$ cat config.mk
export PLATFORM = sky130hd
export DESIGN_NAME = vga_text_line_scheduler
export DESIGN_NICKNAME = d
export VERILOG_FILES = /design/src/rtl/vga_text_line_scheduler.sv
export SDC_FILE = /design/constraint.sdc
export NUM_CORES = 1
export LEC_CHECK = 0
export ABC_CLOCK_PERIOD_IN_PS = 4850
export BUFFER_PORTS_ARGS = -buffer_cell sky130_fd_sc_hd__buf_2
export CORE_ASPECT_RATIO = 1.1
export CORE_MARGIN = 2
export CORE_UTILIZATION = 40
export DETAILED_ROUTE_END_ITERATION = 8
export PLACE_DENSITY = 0.63
export SLEW_MARGIN = 20
export SYNTH_ARGS = -nofsm -noshare
export SYNTH_HDL_FRONTEND = slang
export SYNTH_SLANG_ARGS = --single-unit
export TNS_END_PERCENT = 100
$ cat constraint.sdc
create_clock -name clk -period 4.85 [get_ports clk]
set_input_delay 0 -clock clk [delete_from_list [all_inputs] [get_ports clk]]
set_output_delay 0 -clock clk [all_outputs]
set_load 0.01 [all_outputs]
$ cat src/rtl/vga_text_line_scheduler.sv
// 8-glyph text line overlay: prefetches font ROM rows into a line buffer and double-buffers codes.
// Define VGA_TEXT_CURSOR_EN to add a blinking inverted cursor slot.
//
// state | meaning
// IDLE  | waiting for fetch trigger; rom_addr holds last value
// FETCH | issuing glyph row addresses for slots 0..7
// LAST  | capturing the slot 7 glyph row
module vga_text_line_scheduler #(
  parameter logic [10:0] X0           = 11'd64,
  parameter logic [10:0] Y0           = 11'd16,
  parameter logic [10:0] FETCH_COL    = 11'd600,
  parameter logic [15:0] FG_COLOR     = 16'h07E0,
  parameter logic [5:0]  BLINK_FRAMES = 6'd30
) (
  input  logic        clk,
  input  logic        rstn,
  input  logic        ready_sig,
  input  logic [10:0] column_addr_sig,
  input  logic [10:0] row_addr_sig,
  input  logic        upd_valid,
  output logic        upd_ready,
  input  logic [2:0]  upd_idx,
  input  logic [4:0]  upd_code,
  input  logic        upd_commit,
  output logic [8:0]  rom_addr,
  input  logic [15:0] rom_data,
  input  logic [2:0]  cursor_idx,
  output logic [4:0]  red_sig,
  output logic [5:0]  green_sig,
  output logic [4:0]  blue_sig
);

  typedef enum logic [1:0] {IDLE, FETCH, LAST} state_t;
  state_t state, state_nxt;

  logic [4:0]  shadow  [8];
  logic [4:0]  active  [8];
  logic [15:0] linebuf [8];
  logic        pending;
  logic [2:0]  k;
  logic [3:0]  g_q;
  logic        pix_on;

  logic [10:0] row_nxt;
  logic        frame_start, copy_en, trigger;
  logic [6:0]  dx;
  logic        in_win, glyph_bit, pix_val;

  assign row_nxt     = row_addr_sig + 11'd1;
  assign frame_start = ready_sig && (row_addr_sig == 11'd0) && (column_addr_sig == 11'd0);
  assign copy_en     = frame_start && (pending || upd_commit);
  assign trigger     = ready_sig && (column_addr_sig == FETCH_COL) &&
                       (row_nxt >= Y0) && (row_nxt <= Y0 + 11'd15);

  // Copy reads the pre-write shadow when a write lands on the frame-start cycle.
  always_ff @(posedge clk or negedge rstn) begin
    if (!rstn) begin
      for (int i = 0; i < 8; i++) begin
        shadow[i] <= '0;
        active[i] <= '0;
      end
      pending   <= 1'b0;
      upd_ready <= 1'b0;
    end else begin
      upd_ready <= 1'b1;
      if (upd_valid)
        shadow[upd_idx] <= upd_code;
      if (copy_en)
        for (int i = 0; i < 8; i++) active[i] <= shadow[i];
      if (upd_commit)
        pending <= 1'b1;
      else if (frame_start)
        pending <= 1'b0;
    end
  end

  always_ff @(posedge clk or negedge rstn) begin
    if (!rstn) state <= IDLE;
    else       state <= state_nxt;
  end

  always_comb begin
    state_nxt = state;
    case (state)
      IDLE:    if (trigger) state_nxt = FETCH;
      FETCH:   if (k == 3'd7) state_nxt = LAST;
      LAST:    state_nxt = IDLE;
      default: state_nxt = IDLE;
    endcase
  end

  // ROM data for the address issued in cycle k arrives in cycle k+1.
  always_ff @(posedge clk or negedge rstn) begin
    if (!rstn) begin
      k        <= 3'd0;
      g_q      <= 4'd0;
      rom_addr <= 9'd0;
      for (int i = 0; i < 8; i++) linebuf[i] <= 16'h0;
    end else begin
      case (state)
        IDLE: begin
          k <= 3'd0;
          if (trigger) g_q <= row_nxt[3:0] - Y0[3:0];
        end
        FETCH: begin
          rom_addr <= {active[k], g_q};
          k        <= k + 3'd1;
          if (k != 3'd0) linebuf[k - 3'd1] <= rom_data;
        end
        LAST:    linebuf[7] <= rom_data;
        default: ;
      endcase
    end
  end

  assign dx        = column_addr_sig[6:0] - X0[6:0];
  assign in_win    = (column_addr_sig >= X0) && (column_addr_sig <= X0 + 11'd127) &&
                     (row_addr_sig >= Y0) && (row_addr_sig <= Y0 + 11'd15);
  assign glyph_bit = linebuf[dx[6:4]][4'd15 - dx[3:0]];

`ifdef VGA_TEXT_CURSOR_EN
  logic [5:0] frame_cnt;
  logic       blink;

  always_ff @(posedge clk or negedge rstn) begin
    if (!rstn) begin
      frame_cnt <= 6'd0;
      blink     <= 1'b0;
    end else if (frame_start) begin
      if (frame_cnt == BLINK_FRAMES - 6'd1) begin
        frame_cnt <= 6'd0;
        blink     <= ~blink;
      end else begin
        frame_cnt <= frame_cnt + 6'd1;
      end
    end
  end

  assign pix_val = (blink && (dx[6:4] == cursor_idx)) ? ~glyph_bit : glyph_bit;
`else
  logic [8:0] unused_cursor;
  assign unused_cursor = {cursor_idx, BLINK_FRAMES};
  assign pix_val       = glyph_bit;
`endif

  always_ff @(posedge clk or negedge rstn) begin
    if (!rstn) pix_on <= 1'b0;
    else       pix_on <= in_win && pix_val;
  end

  assign {red_sig, green_sig, blue_sig} = (ready_sig && pix_on) ? FG_COLOR : 16'h0000;

endmodule
* Word-level counts from Yosys, hierarchy flattened
Cells that the tools add are included.
** Word-level totals
- Bits in read-only memories :: 0
- Word-level logic and storage cells :: 108
- Register bits after elaboration :: 229
- RAM bits :: 0
- Memories kept :: 0
- Input port bits :: 54
- Output and inout bits :: 26
- Latch bits :: 0
** Cells by class
- $lt $le $gt $ge :: 13
- Multiply operators :: 0
- $add $sub $neg :: 5
- Shift-type cells :: 0
- Bitwise logic cells :: 4
- Muxes and demuxes :: 23
- Divide/modulo/power cells :: 0
- Eq/ne operators :: 7
- Reductions and logical operators :: 25
** Operators with widths (count)
- bitwise mux 128 bit :: 1
- 2-to-1 mux 16 bit :: 4
- binary-select mux 16 bit (select 3 bit) :: 1
- demux 16 bit (select 3 bit) :: 1
- bitwise mux 40 bit :: 1
- one-hot mux 16 bit (2 select lines) :: 1
- greater-or-equal comparator 11 x 5 -> 1 bit, second input constant :: 2
- <= comparator 11 x 5 -> 1 bit, second input constant :: 2
- logical NOT 11 bit :: 2
- greater-or-equal comparator 4 bit, second input constant :: 4
- inverter 3 -> 4 bit :: 4
- binary-select mux 5 bit (select 3 bit) :: 1
- demux 5 bit (select 3 bit) :: 1
- 2-to-1 mux 5 bit :: 3
- logical AND 1 bit :: 13
- adder 11 x 1 -> 11 bit, second input constant :: 1
- equality test 11 x 10 -> 1 bit, second input constant :: 1
- greater-or-equal comparator 11 x 7 -> 1 bit, second input constant :: 1
- <= comparator 11 x 8 -> 1 bit, second input constant :: 1
- 2-to-1 mux 11 bit :: 1
- less-than comparator 4 x 1 -> 1 bit, second input constant :: 2
- AND reduction 2 bit :: 4
- subtractor 7 bit, second input constant :: 1
- != test 2 bit, second input constant :: 3
- other kinds (16) :: 21

* Logic depth before layout (Yosys ltp)
- Depth in word-level cells :: 9
- Depth in mapped cells :: 9
- Depth with buffers taken out :: 7

* Worst setup path before layout
Ideal clock, no wire load.
- Kind :: reg2reg
- Start :: reg k[1]
- End :: reg linebuf[69] (netlist name)
- Setup time :: 0.125 ns
- Required time :: 4.725 ns
- Slack :: 2.405 ns
- Data arrival time :: 2.320 ns
- Buffers on the path :: 4
- Stages on the path, launching flop included :: 9
- Cells stage by stage :: dfrtp_1 buf_1 inv_1 ha_1 buf_2 or4_1 buf_6 buf_12 mux2_4
** On the way
- Cells in the longest elaborated chain, start to end :: 7
- Elaborated cells on any way between the ends :: 10
** Ends and longest elaborated chain
- start: declaration :: RTL line 40 : logic [2:0] k;
- start signal: assignment :: RTL line 107 : k <= k + 3'd1;
- subtractor 3 x 1 -> 3 bit :: RTL line 108 : if (k != 3'd0) linebuf[k - 3'd1] <= rom_data;
- inverter 3 -> 4 bit (not written as such) :: RTL line 108
- greater-or-equal comparator 4 bit (not written as such) / less-than comparator 4 x 1 -> 1 bit (equally long branches) :: RTL line 108
- logical AND 1 bit (not written as such) :: RTL line 108
- 2-to-1 mux 16 bit (not written as such) :: RTL line 108
- demux 16 bit (select 3 bit) :: RTL line 108
- bitwise mux 128 bit :: RTL line 108
- end signal: indexed assignment :: RTL line 108
- end: declaration :: RTL line 38 : logic [15:0] linebuf [8];
Several ways; a longest one is shown, not always the timed one.
A chain may end at the register's enable or synchronous reset.

* Final worst setup path
- Start :: reg k[1]
- End :: reg linebuf[71] (netlist name)
Same word-level chain as after synthesis.

==> impl_metrics.ini <==
[detailed_routing]
via_per_inst = 5.16
vias = 6007
drt_pre_antenna_iters = 5
drc = 0
drtIter0Drc = 299
routedWlPerCell_um = 18.5
detail-route-antenna-nets = 0
wirelength_um = 21600

[die]
initial_core_util_pct = 40.5
ios = 80
die_w_um = 159
core_area_um2 = 26000
fp.dieArea_um2 = 27600
rows = 62
die_y_um = 174

[synthesis]
syn_area_per_cell_um2 = 15.0
synth_top_family_by_area = multiplexers
synth-seq-cells = 229
yosysSeqAreaShare_pct = 54.4
ys_types = 55
synth_xor_area_share_pct = 0.333
synth_warnings = 0
synth_async_sr_flop_share_pct = 100
post_synth_and_or_nand_nor_area_fraction_pct = 5.15
ys.flop_type = dfrtp_1
netlist_instances = 702
synth_fa_ha_area_share_pct = 0.832
syn_area_um2 = 10500
synth_compound_area_share_pct = 2.15
synth_edf_count = 0
synth_mux_area_share_pct = 33.2

[setup_path]
critPathLaunchType = flip-flop
max_stage_delay_ps = 940
worstSetupStartpoint = k[1]$_DFFE_PN0P_
worstPathArrival_ps = 3410
critical_path_class = reg2reg
crit_slowest_cell = or4_1
required_ps = 5240
rr_startpoint = k[1]$_DFFE_PN0P_
critPathMaxFanout = 16
worst_setup_path_end_kind = flip-flop
crit_chain = inv_1 -> ha_1 -> nor3_2 -> a21oi_2 -> or4_1 -> mux2_4

[min_path]
hold_start = row_addr_sig[5]
min_path_type = in2reg

[placed_design]
gp_congestion = 0.745
hpwl_um = 13300
portBuffers = 66
pre_cts_ws_ps = 1790

[clocking]
cts_setup_buffers = 0
cts-root-buf = clkbuf_16
cts_max_level = 1
cts_tree = done
cts_sinks = 229
insertion_delay_ps = 510
path_clk_slew_ps = 60
cts_buffer_depth = 3
cts_made_buffers = 25

[global_routing]
grt_start_max_net_pins = 125
grtUsageTotal_pct = 16.0
grt_pass1_wl_um = 34700
use_met2_pct = 26.4
overflow = 0
grtUsageMet3_pct = 2.54
grt_pass1_vias = 6328
antenna_found_initial = 0
use_met1_pct = 22.0
grt_busiest_layer = met2

[power]
comb_power_share_pct = 8.2
power_mw = 4.28
vdd_drop_max_mv = 0.281
seq_power_share_pct = 49.1
power.density_nw_per_um2 = 351
sw_frac_of_total_pct = 22.1
p_sw_uw = 943
p_leak_nw = 5.35
power.internal_mw = 3.33
clkPwrFrac_pct = 42.8

[sta]
final.setup.tns_ps = 0
setup_ws_ps = 1830
tightest_slew_ps = 1070
setup-violations-final = 0
hold_ws_ps = 37.8
clock_skew_ps = 7.67
period_share_pct = 62.4
slew_headroom_pct = 28.5
fmax_mhz = 331
hold_viol_final = 0
maxSlewViolCount = 0
rsz0062_at_grt = false
final.min_clock_period_ps = 3020

[layout]
n_antenna_cell = 0
final_util_pct = 46.9
area_delta_synth_final_pct = 15.7
drive_gt1_share_pct = 44.6
finish.net_count = 861
fillers = 2282

[outcome]
status = finished, final reports clean

[job]
maxCapViolCount = 0
==> power by group through the flow <==
stage	clock, mW	sequential, mW	combinational, mW
5_1_grt	1.96	2.11	0.386
6_report	1.83	2.10	0.349
3_3_place_gp	0	2.13	0.326
2_1_floorplan	0	2.11	0.223
3_5_place_dp	0	2.13	0.334
4_1_cts	1.89	2.10	0.356
==> metal layers <==
metal	up-vias	wire, µm
met2	118	10300
met3	34	854
met1	3102	9980
met4	0	435
met5	-	0
li1	2753	-
==> cells by family (layout without fill, tap and decap cells) <==
family,count (synthesis),count (layout)
muxes,278,278
xor gates and xnor gates,4,4
DFF,229,229
adders and majority gates,7,7
AOI/OAI and AO/OA,34,34
other,2,11
buffers and inverters,55,157
and+or+nand+nor,93,93
==> stage by stage <==
step / cell area [µm²] / instances
floorplan: 10600 / 711
detailed placement: 11100 / 1092
CTS: 12200 / 1165
global placement: 11100 / 1092
finish: 12200 / 1165
global route: 12200 / 1165
==> area by class of cell <==
class                   instances  area [µm²]  share of cell area (%)
inverters                       6        22.5                   0.185
clock inverters                 5        80.1                   0.657
multi-input cells             427        4440                    36.5
clock buffers                  35         703                    5.77
flip-flops and latches        229        5730                    47.0
well taps                     352         440                    3.62
repair buffers                111         761                    6.25
==> flip-flops by register name (all words and copies together), names as in the netlist <==
signal	cells
upd_ready	1
linebuf	128
shadow	40
active	40
g_q	4
rom_addr	9
pix_on	1
state	2
k	3
pending	1
==> synthesized netlist by cell type, types with 5 or more instances <==
library cell | instances | area share [%]
buf_2 | 13 | 0.62
buf_4 | 20 | 1.4
buf_6 | 7 | 0.75
dfrtp_1 | 229 | 54
ha_1 | 7 | 0.83
inv_1 | 6 | 0.21
mux2_2 | 200 | 21
mux2_4 | 10 | 1.4
mux2i_1 | 33 | 3.1
mux4_2 | 33 | 7.1
nand2_1 | 25 | 0.89
nand2b_1 | 6 | 0.36
nand4_1 | 8 | 0.48
nor2_1 | 9 | 0.32
nor2b_1 | 5 | 0.30
nor3_1 | 9 | 0.43
o21ai_0 | 13 | 0.62
or3_1 | 5 | 0.30
==> what timing repair did <==
action	4_1_cts	5_1_grt
resized for setup	0	0
endpoints found under the hold margin	296	0
hold buffers	33	0
==> cell usage in the layout, fill, tap and decap left out, types with 6 or more instances in the layout <==
| cell | instances |
|---|---|
| nand2b_1 | 6 |
| dlygate4sd3_1 | 33 |
| ha_1 | 7 |
| mux2i_1 | 33 |
| inv_1 | 6 |
| o21ai_0 | 13 |
| clkbuf_1 | 6 |
| nor2_1 | 9 |
| mux2_2 | 200 |
| dfrtp_1 | 229 |
| buf_2 | 65 |
| conb_1 | 11 |
| clkbuf_16 | 25 |
| mux2_4 | 10 |
| buf_4 | 12 |
| nor3_1 | 9 |
| nand4_1 | 8 |
| mux4_2 | 33 |
| nand2_1 | 25 |
==> worst paths after layout <==
check | to | slack (ps) | cells after the start
worst min register to register | rom_addr[0]$_DFFE_PN0P_ | 480 | 2
worst max register to register | linebuf[71]$_DFFE_PN0P_ | 1830 | 6
max in group asynchronous | shadow[2]$_DFFE_PN0P_ | 3360 | 3
worst max-delay path | linebuf[71]$_DFFE_PN0P_ | 1830 | 6
min in group asynchronous | linebuf[56]$_DFFE_PN0P_ | 170 | 2
worst min-delay path | state[0]$_DFFE_PN0P_ | 40 | 4
==> critical path: cells and delay by family, from the launching register on <==
kind	cells	cell delay, ps
and+or+nand+nor	2	1150
AOI/OAI and AO/OA	1	110
muxes	1	470
DFF	1	770
buffers and inverters	1	140
adders and majority gates	1	270
Note: power is estimated with default switching activity, not from simulation.
